===== src/rtl/m72_pkg.sv =====
// Shared M72 constants and types.
// Holds the NVRAM upload index, uploader FSM states and byte-lane helper.
package m72_pkg;

  localparam logic [7:0] NVRAM_IOCTL_INDEX = 8'd4;

  typedef enum logic [1:0] {
    IDLE  = 2'd0,
    FETCH = 2'd1,
    DRAIN = 2'd2
  } nvram_up_state_t;

  // Little-endian lane pick: lsb=0 is the low byte.
  function automatic logic [7:0] byte_sel(
    input logic [15:0] w,
    input logic        lsb
  );
    return lsb ? w[15:8] : w[7:0];
  endfunction

endpackage


===== src/rtl/nvram_autosave_timer.sv =====
// Dirty flag plus write-quiet counter for auto-upload requests.
// Used by nvram_uploader only when NVRAM_AUTOSAVE_EN is defined.
module nvram_autosave_timer #(
  parameter logic [31:0] QUIET_CYCLES = 32'd3_200_000
) (
  input  logic clk,
  input  logic rst_n,
  input  logic save_wr,
  input  logic upload_act,
  output logic upload_req
);

  logic        dirty_q, dirty_d;
  logic [31:0] cnt_q, cnt_d;
  logic        req_q, req_d;

  always_comb begin
    dirty_d = dirty_q;
    cnt_d   = cnt_q;
    req_d   = 1'b0;
    if (save_wr) begin
      dirty_d = 1'b1;
      cnt_d   = '0;
    end else if (dirty_q && !upload_act) begin
      if (cnt_q == QUIET_CYCLES - 32'd1) begin
        req_d   = 1'b1;
        dirty_d = 1'b0;
        cnt_d   = '0;
      end else begin
        cnt_d = cnt_q + 32'd1;
      end
    end
  end

  always_ff @(posedge clk or negedge rst_n) begin
    if (!rst_n) begin
      dirty_q <= 1'b0;
      cnt_q   <= '0;
      req_q   <= 1'b0;
    end else begin
      dirty_q <= dirty_d;
      cnt_q   <= cnt_d;
      req_q   <= req_d;
    end
  end

  assign upload_req = req_q;

endmodule


===== src/rtl/nvram_uploader.sv =====
// HPS save-file upload reader: ioctl byte reads served from SDRAM ch3.
// Auto-upload requests are built in when NVRAM_AUTOSAVE_EN is defined.
module nvram_uploader
  import m72_pkg::*;
#(
  parameter logic [7:0]  INDEX        = NVRAM_IOCTL_INDEX,
  parameter logic [23:0] BASE_WADDR   = 24'h0F_0000,
  parameter logic [24:0] SIZE         = 25'h4000,
  parameter logic [31:0] QUIET_CYCLES = 32'd3_200_000
) (
  input  logic        clk_sys,
  input  logic        reset_n,
  input  logic        ioctl_upload,
  input  logic [7:0]  ioctl_index,
  input  logic        ioctl_rd,
  input  logic [24:0] ioctl_addr,
  output logic [7:0]  ioctl_din,
  output logic        ioctl_wait,
  output logic        ioctl_upload_req,
  output logic [23:0] mem_addr,
  output logic        mem_req,
  input  logic        mem_rdy,
  input  logic [15:0] mem_dout,
  input  logic        save_wr,
  output logic        busy
);

  nvram_up_state_t state_q, state_d;

  logic [7:0]  din_q, din_d;
  logic        wait_q, wait_d;
  logic        req_q, req_d;
  logic [23:0] maddr_q, maddr_d;
  logic        up_q;
  logic        cvalid_q, cvalid_d;
  logic [23:0] ctag_q, ctag_d;
  logic [15:0] cdata_q, cdata_d;
  logic        lsb_q, lsb_d;

  logic        act;
  logic        up_rise;
  logic [23:0] waddr;
  logic        hit;

  assign act     = ioctl_upload && (ioctl_index == INDEX);
  assign up_rise = ioctl_upload && !up_q;
  assign waddr   = ioctl_addr[24:1];
  // A write in the same cycle defeats the hit.
  assign hit     = cvalid_q && (ctag_q == waddr) && !save_wr;

  always_comb begin
    state_d  = state_q;
    din_d    = din_q;
    wait_d   = wait_q;
    req_d    = req_q;
    maddr_d  = maddr_q;
    cvalid_d = cvalid_q;
    ctag_d   = ctag_q;
    cdata_d  = cdata_q;
    lsb_d    = lsb_q;
    unique case (state_q)
      IDLE: begin
        if (ioctl_rd && act) begin
          if (ioctl_addr >= SIZE) begin
            din_d = 8'hFF;
          end else if (hit) begin
            din_d = byte_sel(cdata_q, ioctl_addr[0]);
          end else begin
            lsb_d    = ioctl_addr[0];
            maddr_d  = BASE_WADDR + waddr;
            ctag_d   = waddr;
            cvalid_d = 1'b0;
            req_d    = 1'b1;
            wait_d   = 1'b1;
            state_d  = FETCH;
          end
        end
      end
      FETCH: begin
        if (mem_rdy) begin
          cdata_d  = mem_dout;
          cvalid_d = 1'b1;
          din_d    = byte_sel(mem_dout, lsb_q);
          req_d    = 1'b0;
          wait_d   = 1'b0;
          state_d  = IDLE;
        end else if (!act) begin
          wait_d  = 1'b0;
          state_d = DRAIN;
        end
      end
      DRAIN: begin
        // Hold the request so ch3 never returns an orphaned word.
        if (mem_rdy) begin
          req_d   = 1'b0;
          state_d = IDLE;
        end
      end
      default: begin
        req_d   = 1'b0;
        wait_d  = 1'b0;
        state_d = IDLE;
      end
    endcase
    if (up_rise || save_wr) cvalid_d = 1'b0;
  end

  always_ff @(posedge clk_sys or negedge reset_n) begin
    if (!reset_n) begin
      state_q  <= IDLE;
      din_q    <= '0;
      wait_q   <= 1'b0;
      req_q    <= 1'b0;
      maddr_q  <= '0;
      up_q     <= 1'b0;
      cvalid_q <= 1'b0;
      ctag_q   <= '0;
      cdata_q  <= '0;
      lsb_q    <= 1'b0;
    end else begin
      state_q  <= state_d;
      din_q    <= din_d;
      wait_q   <= wait_d;
      req_q    <= req_d;
      maddr_q  <= maddr_d;
      up_q     <= ioctl_upload;
      cvalid_q <= cvalid_d;
      ctag_q   <= ctag_d;
      cdata_q  <= cdata_d;
      lsb_q    <= lsb_d;
    end
  end

  assign ioctl_din  = din_q;
  assign ioctl_wait = wait_q;
  assign mem_req    = req_q;
  assign mem_addr   = maddr_q;
  assign busy       = (state_q != IDLE);

`ifdef NVRAM_AUTOSAVE_EN
  nvram_autosave_timer #(
    .QUIET_CYCLES (QUIET_CYCLES)
  ) u_timer (
    .clk        (clk_sys),
    .rst_n      (reset_n),
    .save_wr    (save_wr),
    .upload_act (act),
    .upload_req (ioctl_upload_req)
  );
`else
  logic unused_quiet;
  assign unused_quiet     = ^QUIET_CYCLES;
  assign ioctl_upload_req = 1'b0;
`endif

endmodule


===== config.mk =====
export PLATFORM = sky130hd
export DESIGN_NAME = nvram_uploader
export DESIGN_NICKNAME = d
export VERILOG_FILES = /design/src/rtl/m72_pkg.sv /design/src/rtl/nvram_autosave_timer.sv /design/src/rtl/nvram_uploader.sv
export SDC_FILE = /design/constraint.sdc
export NUM_CORES = 1
export LEC_CHECK = 0
export CORE_UTILIZATION = 49
export DETAILED_ROUTE_END_ITERATION = 10
export PLACE_DENSITY = 0.81
export SLEW_MARGIN = 20
export SYNTH_ARGS = -nofsm -noshare
export SYNTH_HDL_FRONTEND = slang
export SYNTH_HIERARCHICAL = 1
export SYNTH_SLANG_ARGS = --single-unit

===== constraint.sdc =====
create_clock -name clk_sys -period 2.3 [get_ports clk_sys]
set_input_delay 0.575 -clock clk_sys [delete_from_list [all_inputs] [get_ports clk_sys]]
set_output_delay 0.575 -clock clk_sys [all_outputs]
set_load 0.01 [all_outputs]

After elaboration in Yosys (flattened, before gate mapping)
Index checks and enable logic that the tools add are counted.
- flip-flop bits (word level): 79
- bits in latches: 0
- RAM bits: 0
- ROM bits: 0
- bits of input ports: 55
- word-level logic and storage cells: 79
- memories: 0
- add/sub/neg operators: 1
- multiply operators: 0
- divide/modulo/power cells: 0
- $lt $le $gt $ge: 1
- equal/unequal tests: 16
- shifts and indexed selects: 0
- muxes and demuxes: 28
- bitwise logic cells: 3
- reductions and logical operators: 20
- operators with widths (operator ; count):
    2-to-1 mux 8 bit ; 6
    >= comparator 25 x 15 -> 1 bit, second input constant ; 1
    adder 20 x 24 -> 24 bit, first input constant ; 1
    == test 24 bit ; 1
    inequality test 3 bit, second input constant ; 6
    one-hot mux 8 bit (2 select lines) ; 1
    AND reduction 5 bit ; 3
    2-to-1 mux 2 bit ; 6
    AND reduction 4 bit ; 3
    2-to-1 mux 1 bit ; 11
    inequality test 2 bit, second input constant ; 5
    == test 8 x 3 -> 1 bit, second input constant ; 1
    one-hot mux 2 bit (3 select lines) ; 1
    logical AND 1 bit ; 5
    one-hot mux 1 bit (2 select lines) ; 2
    nonzero test 2 bit ; 2
    inverter 1 bit ; 3
    one-hot mux 1 bit (3 select lines) ; 1
    nonzero test 3 bit ; 1
    == test 2 x 1 -> 1 bit, second input constant ; 1
    == test 2 bit, second input constant ; 1
    logical NOT 1 bit ; 2
    logical NOT 2 bit ; 1
    inequality test 2 x 1 -> 1 bit, second input constant ; 1
    other kinds (3) ; 3

Logic depth before layout (Yosys ltp)
Gate-level depths: netlist (run 1).
- word-level depth: 8
- gate-level depth with buffers: 9
- gate-level depth less buffers: 8

Worst setup path after synthesis (run 1)
No wires, ideal clock.
- path type: input -> register
- start point: in ioctl_addr[17]
- end point: reg ctag_q[16]
- setup time: 0.125 ns
- data arrival time: 2.082 ns
- setup slack: 0.092 ns
- stages on the path: 8
- path buffers: 1
- cells stage by stage: inv_1 ha_1 nor4b_1 nand3_1 a211oi_2 and3_4 buf_12 mux2_4
- longest elaborated chain between the ends: 5
- elaborated cells on any way between the ends: 7
- those cells by class: order compare: 1; eq/ne: 1; bitwise: 2; reduce/logical: 3
- ends and longest elaborated chain (element ; line ; source):
    from (decl) ; nvram_uploader.sv:16 ; input logic [24:0] ioctl_addr,
    branches (longest 5 deep; another with >= comparator 25 x 15 -> 1 bit) ; -- ;
    to (signal assigned) ; nvram_uploader.sv:128 ; ctag_q <= ctag_d;
    to (decl) ; nvram_uploader.sv:36 ; logic [23:0] ctag_q, ctag_d;
Several ways; the timed one is not identified.
A chain may end at the register's enable or synchronous reset.

Worst setup path in the final report (run 1)
- start point: in ioctl_addr[7]
- end point: reg ctag_q[16]
- longest elaborated chain between the ends: 5
- elaborated cells on any way between the ends: 7
- those cells by class: order compare: 1; eq/ne: 1; bitwise: 2; reduce/logical: 3
- ends and longest elaborated chain (element):
    branches (longest 4 deep; another with >= comparator 25 x 15 -> 1 bit)
    AND reduction 4 bit (no source line) (*)
Every way passes the cells marked *.

==> results_tabular.tex, run 1 <==
\begin{tabular}{lr}
\hline
Metric & Value \\
\hline
\multicolumn{2}{l}{\textbf{Run status}} \\
\quad Status & finished, violations left \\
\quad Violations in the final reports & negative setup slack \\
\multicolumn{2}{l}{\textbf{Floorplan}} \\
\quad DIE WIDTH & 85.3 um \\
\quad Total I/O pin count & 91 \\
\quad Die boundary height & 85.3 um \\
\quad Floorplan die area & 7270 um\^{}2 \\
\quad Number of standard-cell rows in the floorplan & 29 \\
\quad Initial core utilization & 0.520 \\
\quad Core Footprint & 6530 um\^{}2 \\
\multicolumn{2}{l}{\textbf{Place}} \\
\quad Number of cells after detailed placement & 447 \\
\quad Post-place setup slack & -0.507 ns \\
\quad Half-perimeter wire length of the detailed placement result & 5790 um \\
\quad Area after DPL & 4450 um\^{}2 \\
\quad Final GP Congestion & 0.858 \\
\quad Port buffer count & 89 \\
\multicolumn{2}{l}{\textbf{Power and ir drop}} \\
\quad Leakage & 2.30 nW \\
\quad Pwr/cell area & 478 nW/um\^{}2 \\
\quad Largest voltage drop on the vdd net & 0.343 mV \\
\quad Total power after layout & 2.35 mW \\
\multicolumn{2}{l}{\textbf{Routing}} \\
\quad Number of nets with antenna violations after routing & 0 \\
\quad Length of routed wiring on met1 & 3720 um \\
\quad Detailed-routing iteration count for the pre-antenna-repair pass & 4 \\
\quad Number of vias per cell & 5.50 \\
\quad Detailed route wirelength on metal3 & 436 um \\
\quad Final routed wirelength across all metal layers & 8700 um \\
\quad DR top layer & met4 \\
\quad Remaining design rule violation count & 0 \\
\quad Drt initial violations & 173 \\
\quad Overall via count from detail\_route & 2572 \\
\quad Avg WL per Cell & 18.6 um \\
\quad Met2 routed wirelength & 4310 um \\
\multicolumn{2}{l}{\textbf{CTS}} \\
\quad Clock Path Buffers & 2 \\
\quad Clock latency on the worst-skew pair & 0.35 ns \\
\quad H-Tree Depth & 3 \\
\quad Clock tree from TritonCTS & done \\
\quad Total CTS buffers & 9 \\
\quad Count of clock tree sinks & 63 \\
\quad Clock slew at the register clock pins of the worst setup and hold paths & 0.07 ns \\
\quad Clock root cell & clkbuf\_8 \\
\multicolumn{2}{l}{\textbf{GRT}} \\
\quad Wire length of the first global-routing pass & 13200 um \\
\quad Grt total ovfl & 0 \\
\quad Maximum number of pins on one net before global-route repair & 64 \\
\quad Number of antenna violations at the first check in global routing & 0 \\
\quad Vias in the first global route & 2710 \\
\quad GRT Overall Usage & 0.238 \\
\multicolumn{2}{l}{\textbf{STA}} \\
\quad Number of pins exceeding their max-slew limit in the final report & 0 \\
\quad Final worst setup slack & -0.0427 ns \\
\quad Final Skew & 0.00818 ns \\
\quad Maximum clock rate & 427 MHz \\
\quad Fin Hold WS & 0.229 ns \\
\quad Final critical path time including I/O delays and setup & 2.34 ns \\
\quad Transition time at the pin with the least slew margin & 0.510 ns \\
\quad Total negative slack & -0.635 ns \\
\quad Final-report setup violation count & 21 \\
\quad Final Hold Violating Endpoints & 0 \\
\quad Period utilisation layout & 1.02 \\
\quad Worst slew margin & 0.660 \\
\multicolumn{2}{l}{\textbf{Logic synthesis}} \\
\quad Avg Inst Size Synth & 12.4 um\^{}2 \\
\quad Number of enable-type register cells in the synthesized netlist & 0 \\
\quad Most common flop cell mapped by yosys & dfrtp\_1 \\
\quad Adder-Cell Fraction of Synth Area & 0.0184 \\
\quad Mapped cell area & 3400 um\^{}2 \\
\quad Fraction of the mapped netlist area in compound gates & 0.0567 \\
\quad Main combinational cell family by area after synthesis & multiplexers \\
\quad Post-synthesis register bit count & 63 \\
\quad Xor and xnor area share after synthesis & 0.0644 \\
\quad Number of distinct library cell variants in the gate-level netlist after synthesis & 45 \\
\quad Total of warnings raised by yosys & 6 \\
\quad Share of flip-flops with an asynchronous set or reset & 1.00 \\
\quad Simple-gate share of the synthesized area & 0.105 \\
\quad Fraction of synthesized area in multiplexers & 0.221 \\
\quad Sequential share of the synthesized area & 0.464 \\
\quad Synthesized instance count & 273 \\
\quad Net count of the mapped netlist & 333 \\
\multicolumn{2}{l}{\textbf{Layout}} \\
\quad Utilization of the core after routing & 0.755 \\
\quad Area delta synth->final & 45.0\% \\
\quad Total inserted antenna cells & 0 \\
\quad Final net count & 446 \\
\quad Share of final-layout standard cells stronger than drive strength 1 & 0.340 \\
\quad Post-route insts no fill & 468 \\
\quad Filler cell count & 420 \\
\quad Storage element area & 1580 um\^{}2 \\
\quad Commonest non-fill, non-tap cells in the layout & dfrtp\_1 (63), clkdlybuf4s50\_1 (62), buf\_4 (34), mux2\_2 (24), mux2\_4 (21) \\
\quad Leading cell type in the layout, fill and taps excluded & dfrtp\_1 \\
\quad Final Instance Area & 4930 um\^{}2 \\
\quad Footprint of the multi-input gates & 1780 um\^{}2 \\
\multicolumn{2}{l}{\textbf{Setup path}} \\
\quad Largest fanout on the critical path & 8 \\
\quad Kind of capture point of the worst setup path & register \\
\quad Data arrival time of the worst path & 2.57 ns \\
\quad Required time of the worst setup path & 2.53 ns \\
\quad Type of element launching the critical path & primary input \\
\quad Classification of the worst setup path & in2reg \\
\multicolumn{2}{l}{\textbf{Min path}} \\
\quad Worst min-delay path class & in2async \\
\multicolumn{2}{l}{\textbf{Job}} \\
\quad Count of maximum capacitance violations & 0 \\
\hline
\end{tabular}
[flip-flops by register name, indices dropped and copies added (netlist names)]
name	cells
cdata_q	16
ctag_q	8
cvalid_q	1
ioctl_din	8
ioctl_wait	1
lsb_q	1
mem_addr	24
mem_req	1
state_q	2
up_q	1
[per-layer routing]
layer	up-vias	GRT usage
met5	-	0
met4	0	0.105
met3	25	0.0574
met2	90	0.396
met1	1271	0.297
li1	1186	-
[synthesized netlist by cell type, drive strengths merged (2+ instances only)]
| cell | number | area (um^2) |
|---|---|---|
| nor2b | 12 | 75.1 |
| o21a | 2 | 15.0 |
| inv | 8 | 30.0 |
| ha | 5 | 62.6 |
| nand3 | 3 | 15.0 |
| nand2 | 3 | 13.8 |
| and2 | 2 | 12.5 |
| buf | 23 | 195 |
| nor4b | 3 | 32.5 |
| o21ai | 3 | 15.0 |
| mux2i | 17 | 170 |
| mux2 | 45 | 582 |
| a211oi | 2 | 20.0 |
| nor4 | 12 | 75.1 |
| xor2 | 25 | 219 |
| a21oi | 5 | 25.0 |
| dfrtp | 63 | 1580 |
| clkbuf | 3 | 11.3 |
| nor2 | 3 | 11.3 |
| or4 | 2 | 15.0 |
| a22oi | 8 | 60.1 |
| nor3 | 8 | 45.0 |
| nand4 | 3 | 18.8 |
[path summary, 6_finish.rpt]
path	cells after the start	slack, ns	from	to
worst min-delay path	2	0.23	reset_n	mem_addr[21]
worst max register to register	7	0.19	mem_addr[3]	ctag_q[16]
max in group asynchronous	2	1.79	reset_n	mem_addr[7]
worst max-delay path	7	-0.04	ioctl_addr[7]	ctag_q[16]
worst min register to register	1	0.49	mem_addr[18]	mem_addr[18]
min in group clk_sys	1	0.49	mem_addr[18]	mem_addr[18]
[final cells by class]
type                       instances  area share
clock inverter                     6      0.0122
clock buffer                      10      0.0279
sequential                        63       0.320
inverter                           8     0.00609
multi-input combinational        176       0.360
timing repair buffer             128       0.254
tap                               77      0.0195
[power by group]
part / internal (mW) / total, mW / leakage, nW / switching (mW)
clock: 0.523 / 0.960 / 0.0981 / 0.437
sequential: 1.11 / 1.11 / 0.831 / 0.00175
combinational: 0.143 / 0.281 / 1.38 / 0.138
[critical path, cell delays in order]
cell and delay (ns):
clkdlybuf4s50_1 0.51, xor2_1 0.26, nor4_1 0.31, nand4b_1 0.20, and3_4 0.27, clkbuf_16 0.17
mux2_4 0.29
[cell families (layout without fill, tap and decap cells)]
logic type,after synthesis,count (layout)
xor gates and xnor gates,25,25
buffers and inverters,34,152
DFF,63,63
and+or+nand+nor,56,56
other,1,1
adders and majority gates,5,5
AOI/OAI and AO/OA,27,27
muxes,62,62
[repair_timing]
| item | 4_1_cts | 5_1_grt |
|---|---|---|
| pin swaps | 8 | 21 |
| gates resized for setup | 18 | 41 |
| setup buffers | 3 | 1 |
| hold buffers | 0 | 0 |
| gates cloned | 0 | 1 |
| endpoints found under the setup margin | 37 | 38 |
No activity file was read; power rests on OpenSTA's default activity.
==> run 2, diff against run 1 <==
--- a/config.mk
+++ b/config.mk
@@ -5,9 +5,10 @@
 export SDC_FILE = /design/constraint.sdc
 export NUM_CORES = 1
 export LEC_CHECK = 0
+export ABC_AREA = 1
 export CORE_UTILIZATION = 49
 export DETAILED_ROUTE_END_ITERATION = 10
-export PLACE_DENSITY = 0.81
+export PLACE_DENSITY = 0.8
 export SLEW_MARGIN = 20
 export SYNTH_ARGS = -nofsm -noshare
 export SYNTH_HDL_FRONTEND = slang
==> run 2 against run 1 <==
Compared with the run above:
- the run now ends clean
- largest power group unchanged
- global-route usage grew 0.55 points
- critical path type is now reg2out
- highest routed layer unchanged
- flip-flop and latch count is the same
- cell count grew 40%
- critical endpoint is now busy
- count of clock-buffer cells in the layout grew 1
==> results_tabular.tex, run 2 <==
\begin{tabular}{lr}
\hline
Metric & Value \\
\hline
\multicolumn{2}{l}{\textbf{Run status}} \\
\quad Status & completed (was finished, violations left) \\
\multicolumn{2}{l}{\textbf{STA}} \\
\quad Number of pins exceeding their max-slew limit in the final report & 0 (unchanged) \\
\quad Transition time at the pin with the least slew margin & 0.591 ns (was 0.510 ns) \\
\quad Final Skew & 0.00763 ns (was 0.00818 ns) \\
\quad Final critical path time including I/O delays and setup & 2.20 ns (was 2.34 ns) \\
\quad Total negative slack & 0 ns (was -0.635 ns) \\
\quad Fin Hold WS & 0.235 ns (was 0.229 ns) \\
\quad Final worst setup slack & 0.0956 ns (was -0.0427 ns) \\
\quad Final Hold Violating Endpoints & 0 (unchanged) \\
\quad Final-report setup violation count & 0 (was 21) \\
\quad Period utilisation layout & 0.958 (was 1.02) \\
\quad Maximum clock rate & 454 MHz (was 427 MHz) \\
\quad Worst slew margin & 0.606 (was 0.660) \\
\quad Setup repair after global routing missed its margin & false \\
\multicolumn{2}{l}{\textbf{Routing}} \\
\quad Detailed-routing iteration count for the pre-antenna-repair pass & 4 (unchanged) \\
\quad Length of routed wiring on met1 & 3580 um (was 3720 um) \\
\quad Detailed route wirelength on metal3 & 436 um (unchanged) \\
\quad DR top layer & met4 (unchanged) \\
\quad Final routed wirelength across all metal layers & 8300 um (was 8700 um) \\
\quad Met2 routed wirelength & 4100 um (was 4310 um) \\
\quad Number of nets with antenna violations after routing & 0 (unchanged) \\
\quad Overall via count from detail\_route & 3173 (was 2572) \\
\quad Avg WL per Cell & 12.7 um (was 18.6 um) \\
\quad Drt initial violations & 161 (was 173) \\
\quad Number of vias per cell & 4.85 (was 5.50) \\
\quad Remaining design rule violation count & 0 (unchanged) \\
\multicolumn{2}{l}{\textbf{Setup path}} \\
\quad Required time of the worst setup path & 1.73 ns (was 2.53 ns) \\
\quad Type of element launching the critical path & register (was primary input) \\
\quad Crit. Startpoint & state\_q[0] (was ioctl\_addr[7]) \\
\quad Classification of the worst setup path & reg2out (was in2reg) \\
\quad Largest fanout on the critical path & 3 (was 8) \\
\quad Data arrival time of the worst path & 1.63 ns (was 2.57 ns) \\
\quad Kind of capture point of the worst setup path & output pin (was register) \\
\quad Worst flop-to-flop path startpoint & state\_q[1] (was mem\_addr[3]) \\
\multicolumn{2}{l}{\textbf{Floorplan}} \\
\quad Total I/O pin count & 91 (unchanged) \\
\quad Floorplan die area & 7580 um\^{}2 (was 7270 um\^{}2) \\
\quad Die boundary height & 87.0 um (was 85.3 um) \\
\quad DIE WIDTH & 87.0 um (was 85.3 um) \\
\quad Initial core utilization & 0.513 (was 0.520) \\
\quad Number of standard-cell rows in the floorplan & 30 (was 29) \\
\quad Core Footprint & 6910 um\^{}2 (was 6530 um\^{}2) \\
\multicolumn{2}{l}{\textbf{CTS}} \\
\quad Clock root cell & clkbuf\_8 (unchanged) \\
\quad Clock latency on the worst-skew pair & 0.34 ns (was 0.35 ns) \\
\quad Count of clock tree sinks & 63 (unchanged) \\
\quad Total CTS buffers & 9 (unchanged) \\
\quad Clock tree from TritonCTS & done (unchanged) \\
\quad Clock Path Buffers & 2 (unchanged) \\
\quad Clock slew at the register clock pins of the worst setup and hold paths & 0.07 ns (about the same) \\
\quad Post-CTS Hold Fix Bufs & 0 (unchanged) \\
\quad H-Tree Depth & 3 (unchanged) \\
\quad Post-CTS sizing & 0 (was 18) \\
\quad Number of setup buffers added after CTS & 0 (was 3) \\
\multicolumn{2}{l}{\textbf{GRT}} \\
\quad GRT Overall Usage & 0.244 (was 0.238) \\
\quad Grt total ovfl & 0 (unchanged) \\
\quad Vias in the first global route & 3104 (was 2710) \\
\quad Wire length of the first global-routing pass & 14000 um (was 13200 um) \\
\quad Maximum number of pins on one net before global-route repair & 41 (was 64) \\
\quad Number of antenna violations at the first check in global routing & 0 (unchanged) \\
\multicolumn{2}{l}{\textbf{Logic synthesis}} \\
\quad Adder-Cell Fraction of Synth Area & 0.0177 (was 0.0184) \\
\quad Xor and xnor area share after synthesis & 0.0124 (was 0.0644) \\
\quad Most common flop cell mapped by yosys & dfrtp\_1 (unchanged) \\
\quad Number of enable-type register cells in the synthesized netlist & 0 (unchanged) \\
\quad Top post-synthesis cells by area & dfrtp\_1 (44\%), nand2\_1 (16\%), inv\_1 (6.8\%) (was dfrtp\_1 (46\%), mux2\_4 (8.8\%), mux2\_2 (8.3\%)) \\
\quad Fraction of the mapped netlist area in compound gates & 0.110 (was 0.0567) \\
\quad Most frequent cell after synthesis & nand2\_1 (was dfrtp\_1) \\
\quad Main combinational cell family by area after synthesis & simple AND/OR/NAND/NOR gates (was multiplexers) \\
\quad Cell accounting for the most synthesized area & dfrtp\_1 (unchanged) \\
\quad Total of warnings raised by yosys & 6 (unchanged) \\
\quad Net count of the mapped netlist & 520 (was 333) \\
\quad Simple-gate share of the synthesized area & 0.253 (was 0.105) \\
\quad Post-synthesis register bit count & 63 (unchanged) \\
\quad Sequential share of the synthesized area & 0.445 (was 0.464) \\
\quad Commonest cells in the netlist & nand2\_1 (154), inv\_1 (64), dfrtp\_1 (63) (was dfrtp\_1 (63), mux2\_2 (25), xor2\_1 (25)) \\
\quad Synthesized instance count & 460 (was 273) \\
\quad Share of the synthesized area in the top cell type & 0.445 (was 0.464) \\
\quad Mapped cell area & 3540 um\^{}2 (was 3400 um\^{}2) \\
\quad Avg Inst Size Synth & 7.70 um\^{}2 (was 12.4 um\^{}2) \\
\quad Fraction of synthesized area in multiplexers & 0.0254 (was 0.221) \\
\quad Share of flip-flops with an asynchronous set or reset & 1.00 (unchanged) \\
\quad Number of distinct library cell variants in the gate-level netlist after synthesis & 31 (was 45) \\
\multicolumn{2}{l}{\textbf{Power and ir drop}} \\
\quad Largest voltage drop on the vdd net & 0.469 mV (was 0.343 mV) \\
\quad Pwr/cell area & 834 nW/um\^{}2 (was 478 nW/um\^{}2) \\
\quad Total power after layout & 3.97 mW (was 2.35 mW) \\
\quad Leakage & 2.39 nW (was 2.30 nW) \\
\multicolumn{2}{l}{\textbf{Layout}} \\
\quad Area delta synth->final & 34.4\% (was 45.0\%) \\
\quad Filler cell count & 541 (was 420) \\
\quad Share of final-layout standard cells stronger than drive strength 1 & 0.134 (was 0.340) \\
\quad Storage element area & 1580 um\^{}2 (unchanged) \\
\quad Footprint of the multi-input gates & 1490 um\^{}2 (was 1780 um\^{}2) \\
\quad Commonest non-fill, non-tap cells in the layout & nand2\_1 (154), clkdlybuf4s50\_1 (88), inv\_1 (64), dfrtp\_1 (63), nor2\_1 (29) (was dfrtp\_1 (63), clkdlybuf4s50\_1 (62), buf\_4 (34), mux2\_2 (24), mux2\_4 (21)) \\
\quad Utilization of the core after routing & 0.689 (was 0.755) \\
\quad Total inserted antenna cells & 0 (unchanged) \\
\quad Leading cell type in the layout, fill and taps excluded & nand2\_1 (was dfrtp\_1) \\
\quad Max FFs per register & 24 (unchanged) \\
\quad Post-route insts no fill & 654 (was 468) \\
\quad Final Instance Area & 4760 um\^{}2 (was 4930 um\^{}2) \\
\quad Final net count & 613 (was 446) \\
\multicolumn{2}{l}{\textbf{Place}} \\
\quad Area after DPL & 4530 um\^{}2 (was 4450 um\^{}2) \\
\quad Port buffer count & 89 (unchanged) \\
\quad Half-perimeter wire length of the detailed placement result & 6220 um (was 5790 um) \\
\quad Final GP Congestion & 0.870 (was 0.858) \\
\quad Number of cells after detailed placement & 638 (was 447) \\
\quad Post-place setup slack & -0.179 ns (was -0.507 ns) \\
\multicolumn{2}{l}{\textbf{Job}} \\
\quad Count of maximum capacitance violations & 0 (unchanged) \\
\multicolumn{2}{l}{\textbf{Min path}} \\
\quad Worst min-delay path class & in2async (unchanged) \\
\hline
\end{tabular}
-- run 2: critical path, stage by stage, from the launching register on --
cell	delay (ns)
dfrtp_1	0.38
inv_1	0.07
ha_1	0.22
inv_1	0.09
clkdlybuf4s50_1	0.54
-- run 2: worst paths after layout --
kind / to / slack [ns] / cells after the start
setup / recovery: busy / 0.1 / 4
hold / removal: mem_addr[0] / 0.24 / 1
setup reg to reg: ioctl_din[6] / 0.48 / 5
hold reg to reg: mem_addr[18] / 0.47 / 1
max in group asynchronous: lsb_q / 1.44 / 2
min in group clk_sys: mem_addr[18] / 0.47 / 1
-- run 2: cell families (layout without fill, tap and decap cells) --
kind of cell	after synthesis	in the layout
and+or+nand+nor	217	217
buffers and inverters	99	197
DFF	63	63
AOI/OAI and AO/OA	62	62
muxes	8	8
adders and majority gates	5	5
xor gates and xnor gates	5	5
other	1	1
-- run 2: routing by layer --
metal  vias to the layer above  track usage
met4                         0        0.111
met3                        17       0.0417
li1                       1599            -
met5                         -            0
met2                       110        0.409
met1                      1447        0.309
-- run 2: layout make-up --
class	instances	area share
inverter	69	0.0544
tap	96	0.0252
multi-input combinational	298	0.312
timing repair buffer	112	0.228
clock buffer	11	0.0318
clock inverter	5	0.0168
sequential	63	0.331
-- run 2: power by group --
part	leakage, nW	internal, mW	switching, mW	total, mW
logic	1.53	0.669	0.697	1.37
clock network	0.112	0.667	0.439	1.11
registers	0.745	1.36	0.138	1.50
